## src/rtl/synchronous_fifo_pkg.sv

```systemverilog
// Shared constants, pointer/flag helpers and error-bit positions for synchronous_fifo.
// Pointers carry one extra wrap bit above the storage index.
package synchronous_fifo_pkg;

  typedef enum int unsigned {
    ERR_OVERFLOW  = 0,
    ERR_UNDERFLOW = 1
  } err_bit_e;

  localparam int ERR_BITS = 2;

  typedef struct packed {
    logic full;
    logic empty;
  } flags_t;

  function automatic int ptr_width(input int abl);
    return abl + 1;
  endfunction

  function automatic int depth_of(input int abl);
    return 1 << abl;
  endfunction

  // Pointers arrive zero-extended to 32 bits; bit abl is the wrap bit.
  function automatic flags_t decode_flags(input logic [31:0] wptr, input logic [31:0] rptr,
                                          input int abl);
    logic [31:0] diff;
    logic [31:0] low_mask;
    flags_t      f;
    diff     = wptr ^ rptr;
    low_mask = (32'd1 << abl) - 32'd1;
    f.empty  = (diff == 32'd0);
    f.full   = ((diff & low_mask) == 32'd0) && diff[abl];
    return f;
  endfunction

endpackage

```

## src/rtl/synchronous_fifo_regfile.sv

```systemverilog
// Storage array for synchronous_fifo: one synchronous write port, one asynchronous read port.
// Contents are deliberately not reset.
module fifo_regfile #(
  parameter int address_bus_length = 4,
  parameter int data_bus_length    = 8
) (
  input  logic                          clk,
  input  logic                          write_en,
  input  logic [address_bus_length-1:0] write_addr,
  input  logic [data_bus_length-1:0]    write_data,
  input  logic [address_bus_length-1:0] read_addr,
  output logic [data_bus_length-1:0]    read_data
);

  logic [data_bus_length-1:0] mem [0:(1<<address_bus_length)-1];

  always_ff @(posedge clk) begin
    if (write_en) mem[write_addr] <= write_data;
  end

  assign read_data = mem[read_addr];

endmodule

```

## src/rtl/synchronous_fifo.sv

```systemverilog
// Single-clock FIFO with fill level, thresholds, sticky errors and synchronous flush.
// Define SYNC_FIFO_FWFT_EN for first-word-fall-through output; default is a registered read.
module synchronous_fifo
  import synchronous_fifo_pkg::*;
#(
  parameter int address_bus_length  = 4,
  parameter int data_bus_length     = 8,
  parameter int almost_full_margin  = 2,
  parameter int almost_empty_margin = 2
) (
  input  logic                          sys_clk,
  input  logic                          sys_rst,
  input  logic                          write_enable,
  input  logic [data_bus_length-1:0]    trans_data,
  input  logic                          read_enable,
  output logic [data_bus_length-1:0]    recv_data,
  output logic                          recv_valid,
  input  logic                          fifo_flush,
  input  logic                          clear_errors,
  output logic                          fifo_full,
  output logic                          fifo_empty,
  output logic                          almost_full,
  output logic                          almost_empty,
  output logic [address_bus_length:0]   fifo_count,
  output logic                          overflow_err,
  output logic                          underflow_err
);

  localparam int ptr_w      = ptr_width(address_bus_length);
  localparam int fifo_depth = depth_of(address_bus_length);
  localparam logic [ptr_w-1:0] af_level = ptr_w'(fifo_depth - almost_full_margin);
  localparam logic [ptr_w-1:0] ae_level = ptr_w'(almost_empty_margin);

  logic [ptr_w-1:0]           wptr;
  logic [ptr_w-1:0]           rptr;
  logic [ERR_BITS-1:0]        err;
  logic [data_bus_length-1:0] read_word;
  flags_t                     flags;
  logic                       push_ok;
  logic                       pop_ok;

  assign flags        = decode_flags(32'(wptr), 32'(rptr), address_bus_length);
  assign fifo_full    = flags.full;
  assign fifo_empty   = flags.empty;
  assign fifo_count   = wptr - rptr;
  assign almost_full  = (fifo_count >= af_level);
  assign almost_empty = (fifo_count <= ae_level);
  assign push_ok      = write_enable & ~fifo_full;
  assign pop_ok       = read_enable & ~fifo_empty;

  fifo_regfile #(
    .address_bus_length(address_bus_length),
    .data_bus_length   (data_bus_length)
  ) u_regfile (
    .clk       (sys_clk),
    .write_en  (push_ok & ~fifo_flush),
    .write_addr(wptr[address_bus_length-1:0]),
    .write_data(trans_data),
    .read_addr (rptr[address_bus_length-1:0]),
    .read_data (read_word)
  );

  // Flush overrides any push or pop in the same cycle.
  always_ff @(posedge sys_clk or posedge sys_rst) begin
    if (sys_rst) begin
      wptr <= '0;
      rptr <= '0;
    end else if (fifo_flush) begin
      wptr <= '0;
      rptr <= '0;
    end else begin
      if (push_ok) wptr <= wptr + ptr_w'(1);
      if (pop_ok)  rptr <= rptr + ptr_w'(1);
    end
  end

  // clear_errors wins over a same-cycle error event; flush cycles never raise errors.
  always_ff @(posedge sys_clk or posedge sys_rst) begin
    if (sys_rst) begin
      err <= '0;
    end else if (clear_errors) begin
      err <= '0;
    end else if (!fifo_flush) begin
      if (write_enable & fifo_full)  err[ERR_OVERFLOW]  <= 1'b1;
      if (read_enable & fifo_empty)  err[ERR_UNDERFLOW] <= 1'b1;
    end
  end

  assign overflow_err  = err[ERR_OVERFLOW];
  assign underflow_err = err[ERR_UNDERFLOW];

`ifdef SYNC_FIFO_FWFT_EN
  assign recv_data  = read_word;
  assign recv_valid = ~fifo_empty;
`else
  always_ff @(posedge sys_clk or posedge sys_rst) begin
    if (sys_rst) begin
      recv_data  <= '0;
      recv_valid <= 1'b0;
    end else begin
      recv_valid <= pop_ok & ~fifo_flush;
      if (pop_ok & ~fifo_flush) recv_data <= read_word;
    end
  end
`endif

endmodule

```

## config.mk

```make
export PLATFORM = sky130hd
export DESIGN_NAME = synchronous_fifo
export DESIGN_NICKNAME = d
export VERILOG_FILES = /design/src/rtl/synchronous_fifo_pkg.sv /design/src/rtl/synchronous_fifo_regfile.sv /design/src/rtl/synchronous_fifo.sv
export SDC_FILE = /design/constraint.sdc
export NUM_CORES = 1
export LEC_CHECK = 0
export CAP_MARGIN = 20
export CORE_ASPECT_RATIO = 2
export CORE_MARGIN = 8
export CORE_UTILIZATION = 40
export DETAILED_ROUTE_END_ITERATION = 7
export PLACE_DENSITY = 0.56
export SLEW_MARGIN = 20
export SYNTH_ARGS = -nofsm -noshare
export SYNTH_HDL_FRONTEND = slang
export SYNTH_SLANG_ARGS = --single-unit
```

## constraint.sdc

```tcl
create_clock -name sys_clk -period 5.42 [get_ports sys_clk]
set_clock_uncertainty 0.05 [all_clocks]
set_input_delay 1.084 -clock sys_clk [delete_from_list [all_inputs] [get_ports sys_clk]]
set_output_delay 1.084 -clock sys_clk [all_outputs]
set_load 0.03 [all_outputs]
```

Word level (Yosys, flattened, before mapping):

Memory sizes are Yosys's and may differ from the RTL's. A register that Yosys moved wholly into a read port is not among the register bits.
Cells that the tools add are included.
Widths: inputs -> output; s select.

* input port bits: 14
* memories: 1
* logic and storage cells: 41
* bits in writable memories: 128
* latch bits: 0
* memory bits (read-only): 0
* flip-flop bits (word level): 13
* output and inout bits: 20

Memories
* u_regfile.mem: words 16, bits a word 8, rd ports 1, clocked after Yosys merged registers in 1, write ports 1, line synchronous_fifo_regfile.sv:15 `logic [data_bus_length-1:0] mem [0:(1<<address_bus_length)-1];`

* reduce and logical (&&, ||, !) cells: 9
* div/mod/pow operators: 0
* equality and inequality tests: 1
* $add $sub $neg: 3
* muxes and demuxes: 10
* shift-type cells: 0
* multipliers: 0
* order comparisons: 2
* bitwise operators: 10

Operators with widths (count)
* $logic_not 32->1: 2
* $mux 5: 4
* $add 5x1->5 const B: 2
* $reduce_bool 2->1: 4
* $and 1x1->1: 6
* $ge 5x4->1 const B: 1
* $le 5x2->1 const B: 1
* $sub 5x5->5: 1
* $xor 5x5->5: 1
* $mux 1: 4
* $mux 2: 2
* $reduce_and 2->1: 2
* $not 1->1: 3
* $ne 2x1->1 const B: 1
* $logic_and 1x1->1: 1

Logic depth before layout (Yosys ltp):

Gate-level depths: netlist of the first run.

* depth in word-level cells: 8
* mapped depth: 10

Modules after synthesis:

From an unflattened synthesis of the first run, not the netlist that was laid out.

* cells, all modules: 321
* area total of the unflattened synthesis: 6152.2 µm²

By module, submodules not included
* fifo_regfile: instances 1, area an instance 4987.3 µm², cells an instance 221
* synchronous_fifo: instances 1, area an instance 1164.9 µm², cells an instance 100

Worst setup path before layout of the first run:

No wires, ideal clock.

* path kind: reg2out
* from: reg rptr[1]
* to: out almost_empty
* data required time: 4.286 ns
* arrival time: 2.776 ns
* buffers on the path: 2
* stages on the path, launching flop included: 9
* setup slack: 1.510 ns
* cells stage by stage: dfrtp_1 > buf_6 > buf_4 > inv_1 > fa_1 > a21o_1 > a21oi_1 > xnor2_1 > a211oi_1

* longest elaborated chain between the ends: 2

RTL lines
* from (decl): line synchronous_fifo.sv:35 `logic [ptr_w-1:0] rptr;`
* from (signal assigned): line synchronous_fifo.sv:73 `if (pop_ok) rptr <= rptr + ptr_w'(1);`
* $sub 5x5->5: line synchronous_fifo.sv:45 `assign fifo_count = wptr - rptr;`
* via fifo_count[4]: line synchronous_fifo.sv:24 `output logic [address_bus_length:0] fifo_count,`
* $le 5x2->1: line synchronous_fifo.sv:47 `assign almost_empty = (fifo_count <= ae_level);`
* to (decl): line synchronous_fifo.sv:23 `output logic almost_empty,`

The timed path passes the listed nets, and every way through them passes these cells.

Worst setup path in the final report of the first run:

* from: reg wptr[0]
* to: out almost_empty

* longest elaborated chain between the ends: 2

RTL lines
* from (decl): line synchronous_fifo.sv:34 `logic [ptr_w-1:0] wptr;`
* from (signal assigned): line synchronous_fifo.sv:72 `if (push_ok) wptr <= wptr + ptr_w'(1);`
* $sub 5x5->5: line synchronous_fifo.sv:45
* $le 5x2->1: line synchronous_fifo.sv:47

No other way between the ends.

==> run summary, run 1 <==
The starting utilization of the core area came out at 40.6%. The final setup TNS came out at 0 ps. The routability congestion estimate is 0.846.

The first global-routing pass estimated 21200 um of wire. The post-synthesis instance area is 6170 sq um. Counting every instance in the synthesized netlist gives 382. By instance count, the cell type seen most on the critical path is inv_1.

The number of hold violations in the final report came out at 0. In this run the worst hold path is classified as reg2reg. The initial antenna violation count came out at 0. The max-slew headroom at the worst pin came out at 39.1%. Among all flip-flop cells after synthesis, the most frequent one is edfxtp_1.

The critical path goes through inv_1 -> ha_1 -> inv_1 -> fa_1 -> a21o_1 -> a21oi_1 -> xnor2_1 -> a211oi_1 -> clkdlybuf4s50_1. edfxtp_1 takes more of the synthesized area than any other cell. The worst hold path terminates at err[1]. The met1 demand-to-capacity share in global routing is between 10% and 20%. The post-CTS setup buffer count came out at 0. In this run the number of cells on the critical path is 9.

The number of distinct library cells after synthesis came out at 43. The count of buffers inserted at the top-level ports is 33. The number of buffers and inverters on the critical path is 3. The number of global-route vias before repair is ~3.6k. The launching point of the worst reg2reg path is rptr[3]. The layout cell share with drive strength beyond 1 came out at between 10 and 15%. Measured along the y axis, the die boundary spans 192 um. The count of instances resized after the clock tree is built is 0.

The biggest fanout along the worst timing path came out at 4. From synthesis to final layout, the design area changed by 17.2%. The critical hold path startpoint is err[1]. The clock tree synthesis step divided the H-tree into 4 levels. The number of vias per cell is roughly 5.3. Setup repair after global routing left no endpoint under its margin. The maximum operating frequency is 0.238 GHz. The worst-case IR drop observed on VDD is between 0.2 and 0.25 mV. After the last flow step, the layout net total stands at about 450. The mean routed wirelength per cell came out at between 20 and 25 um. The met3 capacity usage during global routing came out at about 3.4%. The buffer type at the clock tree root is clkbuf_16.

In this run the horizontal extent of the chip is approximately 100 um. STA puts the critical path data required time at 4290 ps. The static power due to leakage is about 2.4 nW. Clock-pin slew was measured on the worst setup and hold paths at 60 ps. The share of the core filled with cells in the final layout is ~48%. The critical path data arrival time is between 3000 and 4000 ps. The final cell area excluding filler cells is 7230 sq um.

The library cell used most frequently in the layout, excluding fill and tap cells, is edfxtp_1. Broken down by cell family, the worst path's largest delay share belongs to buffers and inverters. Overall power consumption after layout is estimated at approximately 3 mW.

The register bit total from synthesis is between 100 and 150. The aggregate global routing overflow is 0. The cell with the largest stage delay on the worst path is clkdlybuf4s50_1.

After global routing, the most crowded layer is met2. The all-layer global routing usage came out at between 10 and 15%. In this run, CTS created clock tree buffers numbering 17. The routed wire length is about 14000 um. The number of warnings printed during yosys synthesis is 0. STA classifies the critical path endpoint as a primary output. The number of nets with antenna violations after routing is 0.

The first-pass iteration count of the detailed router is 7. The routed via count is 3361. The slack of the worst reg-to-reg path is 2600 ps. The number of violations of the max-capacitance limit is 0. The number of nets handed over by synthesis was ~410.

The number of max-slew violations in the final report is 0. The clock latency of the later-clocked register in the worst-skew pair came out at approximately 420 ps. The number of buffers on the longest clock path came out at 2. The count of inserted antenna diode cells is 0.

The power per unit of standard cell area came out at a little over 400 nW/um^2. The top cell types in the final layout, fill and taps aside, are edfxtp_1 (128), mux2i_1 (50), nor2_1 (39), clkdlybuf4s50_1 (33), dfrtp_1 (21). Setup violations remaining at the end of the flow were counted as 0. Detailed placement ended at an HPWL of 9540 um.

The number of enable-type register cells in the synthesized netlist is between 100 and 150. The post-synthesis sequential area ratio came out at a little over two thirds. The largest net degree at the start of global routing came out at 32. The maximum single-stage delay on the critical path is roughly 700 ps. TritonCTS built the clock tree. The number of cells on the worst reg-to-reg path is 6. The critical path is of the reg2out type. The global routing met2 resource utilization came out at 27.2%. The DRC violations left is 0. In this run, post-CTS hold repair placed 0 buffers. The clock period minus worst slack came out at roughly 4200 ps.

The clock sink count came out at about 150. The die covers ~20000 sq um. The run finished with clean final reports.

The worst hold path stage count is 2. Row generation in the floorplan step produced 64 rows. The share of the synthesized area in the top cell type came out at 62.3%.

The slew at the pin closest to its max-slew limit came out at approximately 900 ps. The violation count after the first detailed-routing iteration is around 150. The destination of the worst register-to-register timing path is u_regfile.mem[6][1]. The worst setup path is launched from a flop.

The proportion of register bits with asynchronous set or reset after synthesis is between 10% and 20%. The post-place instance area is 6670 sq um. The synthesized area per cell came out at ~16 sq um. The I/O pin count came out at 34. By area the synthesized netlist is led by edfxtp_1 (62%), dfrtp_1 (8.5%), mux2i_1 (8.1%), mux4_2 (2.6%), nor2_1 (2.4%). The final critical path takes up between 70% and 80% of the cycle.

The core footprint is about 15000 sq um.
## layout make-up
type,count,area (sq um)
sequential,149,4370
timing repair buffer,41,390
tap,198,248
fill,1355,7980
clock buffer,19,433
inverter,10,37.5
multi-input combinational,205,1620
clock inverter,13,133
## where the power goes
| part | total (mW) | switching [mW] | internal [mW] |
|---|---|---|---|
| Combinational | 0.534 | 0.323 | 0.212 |
| Clock | 1.12 | 0.448 | 0.674 |
| Sequential | 1.32 | 0.0268 | 1.29 |
| Total | 2.97 | 0.798 | 2.17 |
## worst register-to-register path, stage by stage (launching register included)
cell and delay, ps:
dfrtp_1 670, inv_1 100, ha_1 360, nand4_2 190
o211a_1 240, nand2_1 170, nor2_1 650
## layer usage
| layer | vias to the layer above | part of all wire (%) |
|---|---|---|
| met5 | - | 0 |
| met4 | 0 | 4.1 |
| met3 | 24 | 3.2 |
| met2 | 73 | 56 |
| met1 | 1702 | 37 |
| li1 | 1562 | - |
## cells in the mapped netlist (5+ instances only)
master and count:
inv_1 10, nor2_1 39, edfxtp_1 128, a221oi_1 8, a31oi_1 10, mux2i_1 50, o22ai_1 16, mux4_2 7
o21ai_0 13, nor3_1 5, ha_1 9, dfrtp_1 21, nand2_1 6
## sequential cells by signal, summed over array words and instances, names as in the netlist
| signal | cells |
|---|---|
| err | 2 |
| recv_data | 8 |
| recv_valid | 1 |
| rptr | 5 |
| u_regfile.mem | 128 |
| wptr | 5 |
## worst max-delay path by stage
stage,start,endpoint,slack [ps]
6_report,wptr[0],almost_empty,1220
3_3_place_gp,wptr[0],almost_empty,1760
4_1_cts,wptr[0],almost_empty,1200
3_5_place_dp,wptr[0],almost_empty,1640
5_1_grt,wptr[0],almost_empty,1030
2_1_floorplan,rptr[1],almost_empty,1510
## cell families (layout without fill, tap and decap cells)
group | Yosys count | count (layout) | synth area share (%)
compound gates | 62 | 62 | 6.63
fa+ha+maj | 10 | 10 | 2.15
mux | 58 | 58 | 11.1
buf+inv | 28 | 83 | 2.94
simple gates | 66 | 66 | 4.90
flops | 149 | 149 | 70.8
xor+xnor | 9 | 9 | 1.52
## through the flow
| stage | instances | hold slack, ps | setup WS (ps) |
|---|---|---|---|
| after CTS | 635 | 464 | 1200 |
| after global routing | 635 | 520 | 1030 |
| after global placement | 603 | 434 | 1760 |
| after floorplan | 382 | 561 | 1510 |
| final | 635 | 455 | 1220 |
| after detailed placement | 603 | 451 | 1640 |
Power figures use the tool's default switching activity.
==> run 2: changes to the inputs <==
==> constraint.sdc (replaced) <==
create_clock -name sys_clk -period 4.4 [get_ports sys_clk]
set_clock_uncertainty 0.05 [all_clocks]
set_input_delay 0.88 -clock sys_clk [delete_from_list [all_inputs] [get_ports sys_clk]]
set_output_delay 0.88 -clock sys_clk [all_outputs]
set_load 0.03 [all_outputs]
==> run 2 against run 1 <==
Against the previous run:
- via count grew 2.3%
- largest power group unchanged
- critical endpoint unchanged
- utilization rose by 0.21 points
- routed wire length up 0.65%
==> run summary, run 2 (same netlist as run 1, synthesis figures left out) <==
Commonest non-fill, non-tap cells in the layout: edfxtp_1 (128), mux2i_1 (50), nor2_1 (39), clkdlybuf4s50_1 (33), dfrtp_1 (21) (unchanged). The initial antenna violation count is 0 (unchanged). The critical hold path startpoint was err[1] (unchanged). The buffer type at the clock tree root is clkbuf_16 (unchanged). The count of instances resized after the clock tree is built came to 0 (unchanged). The routed via count is 3438 (was 3361). The static power due to leakage is 2.39 nW (was 2.35 nW).

The part of the total power dissipated in combinational logic came out at 17.9% (was 18.0%). The type of origin of the critical path was a flop (unchanged). The slack of the worst reg-to-reg path is 1530 ps (was 2600 ps). The count of inserted antenna diode cells was 0 (unchanged).

The clock latency of the later-clocked register in the worst-skew pair is 420 ps (about the same). The count of H-tree levels built during CTS is 4 (unchanged). The type of the most critical hold path is reg2reg (unchanged). The aggregate global routing overflow came out at 0 (unchanged). The launching point of the worst reg2reg path is rptr[3] (unchanged). The clock network power share is 37.9% (was 37.7%). The biggest fanout along the worst timing path was 4 (unchanged).

The final cell area excluding filler cells came out at 7260 sq um (was 7230 sq um). The most common library cell in the layout ignoring fill and taps was edfxtp_1 (unchanged). The full die area came out at 19900 sq um (unchanged). The switching power summed over all nets was 1.02 mW (was 0.798 mW). The all-layer global routing usage was 14.6% (about the same). The cell-internal power was 2.64 mW (was 2.17 mW). The clock sink count was 149 (unchanged). The pre-CTS worst setup slack is 854 ps (was 1640 ps). The clock period minus worst slack is between 3000 and 4000 ps.

The mean routed wirelength per cell is 21.9 um (about the same). The HPWL reported at the end of detailed placement came to 9680 um (was 9540 um). The number of vias per cell came to 5.39 (was 5.29).

The switching fraction of total power was 28.0% (was 26.8%). The worst hold path stage count came out at 2 (unchanged). The number of hold violations in the final report was 0 (unchanged). The I/O pin count is 34 (unchanged). The destination of the worst register-to-register timing path is u_regfile.mem[9][6] (was u_regfile.mem[6][1]).

The number of failing setup endpoints in the final timing report came out at 0 (unchanged). The clock edge transition at the registers on the reported setup and hold paths is 60 ps (about the same). The number of buffers on the longest clock path is 2 (unchanged). The routability congestion estimate is 0.820 (was 0.846). The number of violations of the max-capacitance limit is 0 (unchanged). The number of nets with antenna violations after routing came out at 0 (unchanged). The first-pass iteration count of the detailed router came out at 4 (was 7). The number of buffers created by CTS was 17 (unchanged). The critical path class is reg2out (unchanged). The chip width came out at 104 um (unchanged). The layout cell share with drive strength beyond 1 came out at 12.3% (was 10.8%).

Top flop regs: u_regfile.mem x128, recv_data x8 (unchanged). The power per unit of standard cell area came out at 504 nW/um^2 (was 411 nW/um^2). The number of flip-flops in the largest register came out at 128 (unchanged).

The vertical die dimension came to 192 um (unchanged). The first-pass GRT wire length was 21200 um (unchanged). The largest net degree at the start of global routing came to 32 (unchanged). The number of inserted filler cells in the final layout came out at 1313 (was 1355). The slew at the pin closest to its max-slew limit is 873 ps (was 910 ps). The critical path capture point type is a primary output (unchanged). The violation count after the first detailed-routing iteration came out at 156 (was 154). The critical path data arrival time is 3050 ps (was 3060 ps). The share of total power in sequential cells is 44.3% (about the same). The starting utilization of the core area came out at 40.6% (unchanged).

The count of hold-fix buffers inserted at cts is 0 (unchanged). The share of the cycle needed by the critical path after routing is 90.5%. The maximum resistive drop on vdd came out at 0.247 mV (was 0.203 mV).

The required time at the endpoint of the critical path came to 3470 ps (was 4290 ps). The final setup TNS is 0 ps (unchanged). The routed wire length is 14000 um (was 13900 um). Outcome: complete, no violations (unchanged). The least setup slack across all paths after layout is 418 ps (was 1220 ps). The signed area change from the synthesized netlist to the final layout is 17.7% (was 17.2%). Timing would allow up to ~0.25 GHz. The core footprint came to 15200 sq um (unchanged). The post-place instance area is 6690 sq um (was 6670 sq um). The number of global-route vias before repair was 3673 (was 3598). The register area came to 4370 sq um (unchanged).

The DRC violations left is 0 (unchanged). The max-slew headroom at the worst pin is 41.7% (was 39.1%). The number of cells on the worst reg-to-reg path was 6 (unchanged). The worst hold path endpoint is err[1] (unchanged). The clock tree from TritonCTS is yes (unchanged). The post-CTS setup buffer count came to 0 (unchanged).

The number of placement rows came to 64 (unchanged). The net count of the finished layout came out at 451 (was 448). The count of buffers inserted at the top-level ports is 33 (unchanged).

The register name with the most flops was u_regfile.mem (unchanged). The area used by multi-input combinational logic is 1620 sq um (unchanged). RSZ-0062 raised after global routing: no (unchanged). The number of max-slew violations in the final report was 0 (unchanged).
==> run 2: final cells by class <==
type                            instances  area share (%)
Inverter                               10           0.517
Clock buffer                           19            6.39
Timing Repair Buffer                   44            5.68
Sequential cell                       149            60.1
Multi-Input combinational cell        205            22.3
Tap cell                              198            3.41
Clock inverter                         13            1.52
==> run 2: through the flow <==
step           hold slack, ps  total power, mW  cells  utilization [%]
3_3_place_gp              434             2.30    606             44.0
3_5_place_dp              449             2.31    606             44.0
5_1_grt                   523             3.79    638             47.7
6_report                  461             3.66    638             47.7
4_1_cts                   464             3.70    638             47.7
2_1_floorplan             561             2.06    382                -
==> run 2: worst max path at each step <==
stage | to | slack (ps) | startpoint
after floorplan | almost_empty | 690 | rptr[1]
after global placement | almost_empty | 930 | wptr[0]
after detailed placement | almost_empty | 850 | wptr[0]
after CTS | almost_empty | 400 | wptr[0]
after global routing | almost_empty | 250 | wptr[0]
final | almost_empty | 420 | wptr[0]
==> run 2: worst max-delay path: stages (launching register included) <==
cell and delay, ps:
dfrtp_1 410, inv_1 140, ha_1 190, inv_1 50, fa_1 400, a21o_1 190, a21oi_1 180, xnor2_1 130
a211oi_1 220, clkdlybuf4s50_1 700
==> run 2: power by group through the flow <==
stage          combinational [mW]  sequential [mW]  clock, mW
2_1_floorplan               0.338             1.72          0
3_3_place_gp                0.657             1.65          0
3_5_place_dp                0.664             1.65          0
4_1_cts                     0.666             1.62       1.41
5_1_grt                     0.701             1.63       1.46
6_report                    0.653             1.62       1.38
==> run 2: metal layers <==
| layer | routed length [um] | GRT usage, % | vias up |
|---|---|---|---|
| met5 | 0 | 0 | - |
| met4 | 624 | 8.92 | 0 |
| met3 | 503 | 3.83 | 30 |
| met2 | 7980 | 28.0 | 93 |
| met1 | 4880 | 13.4 | 1744 |
| li1 | - | - | 1571 |
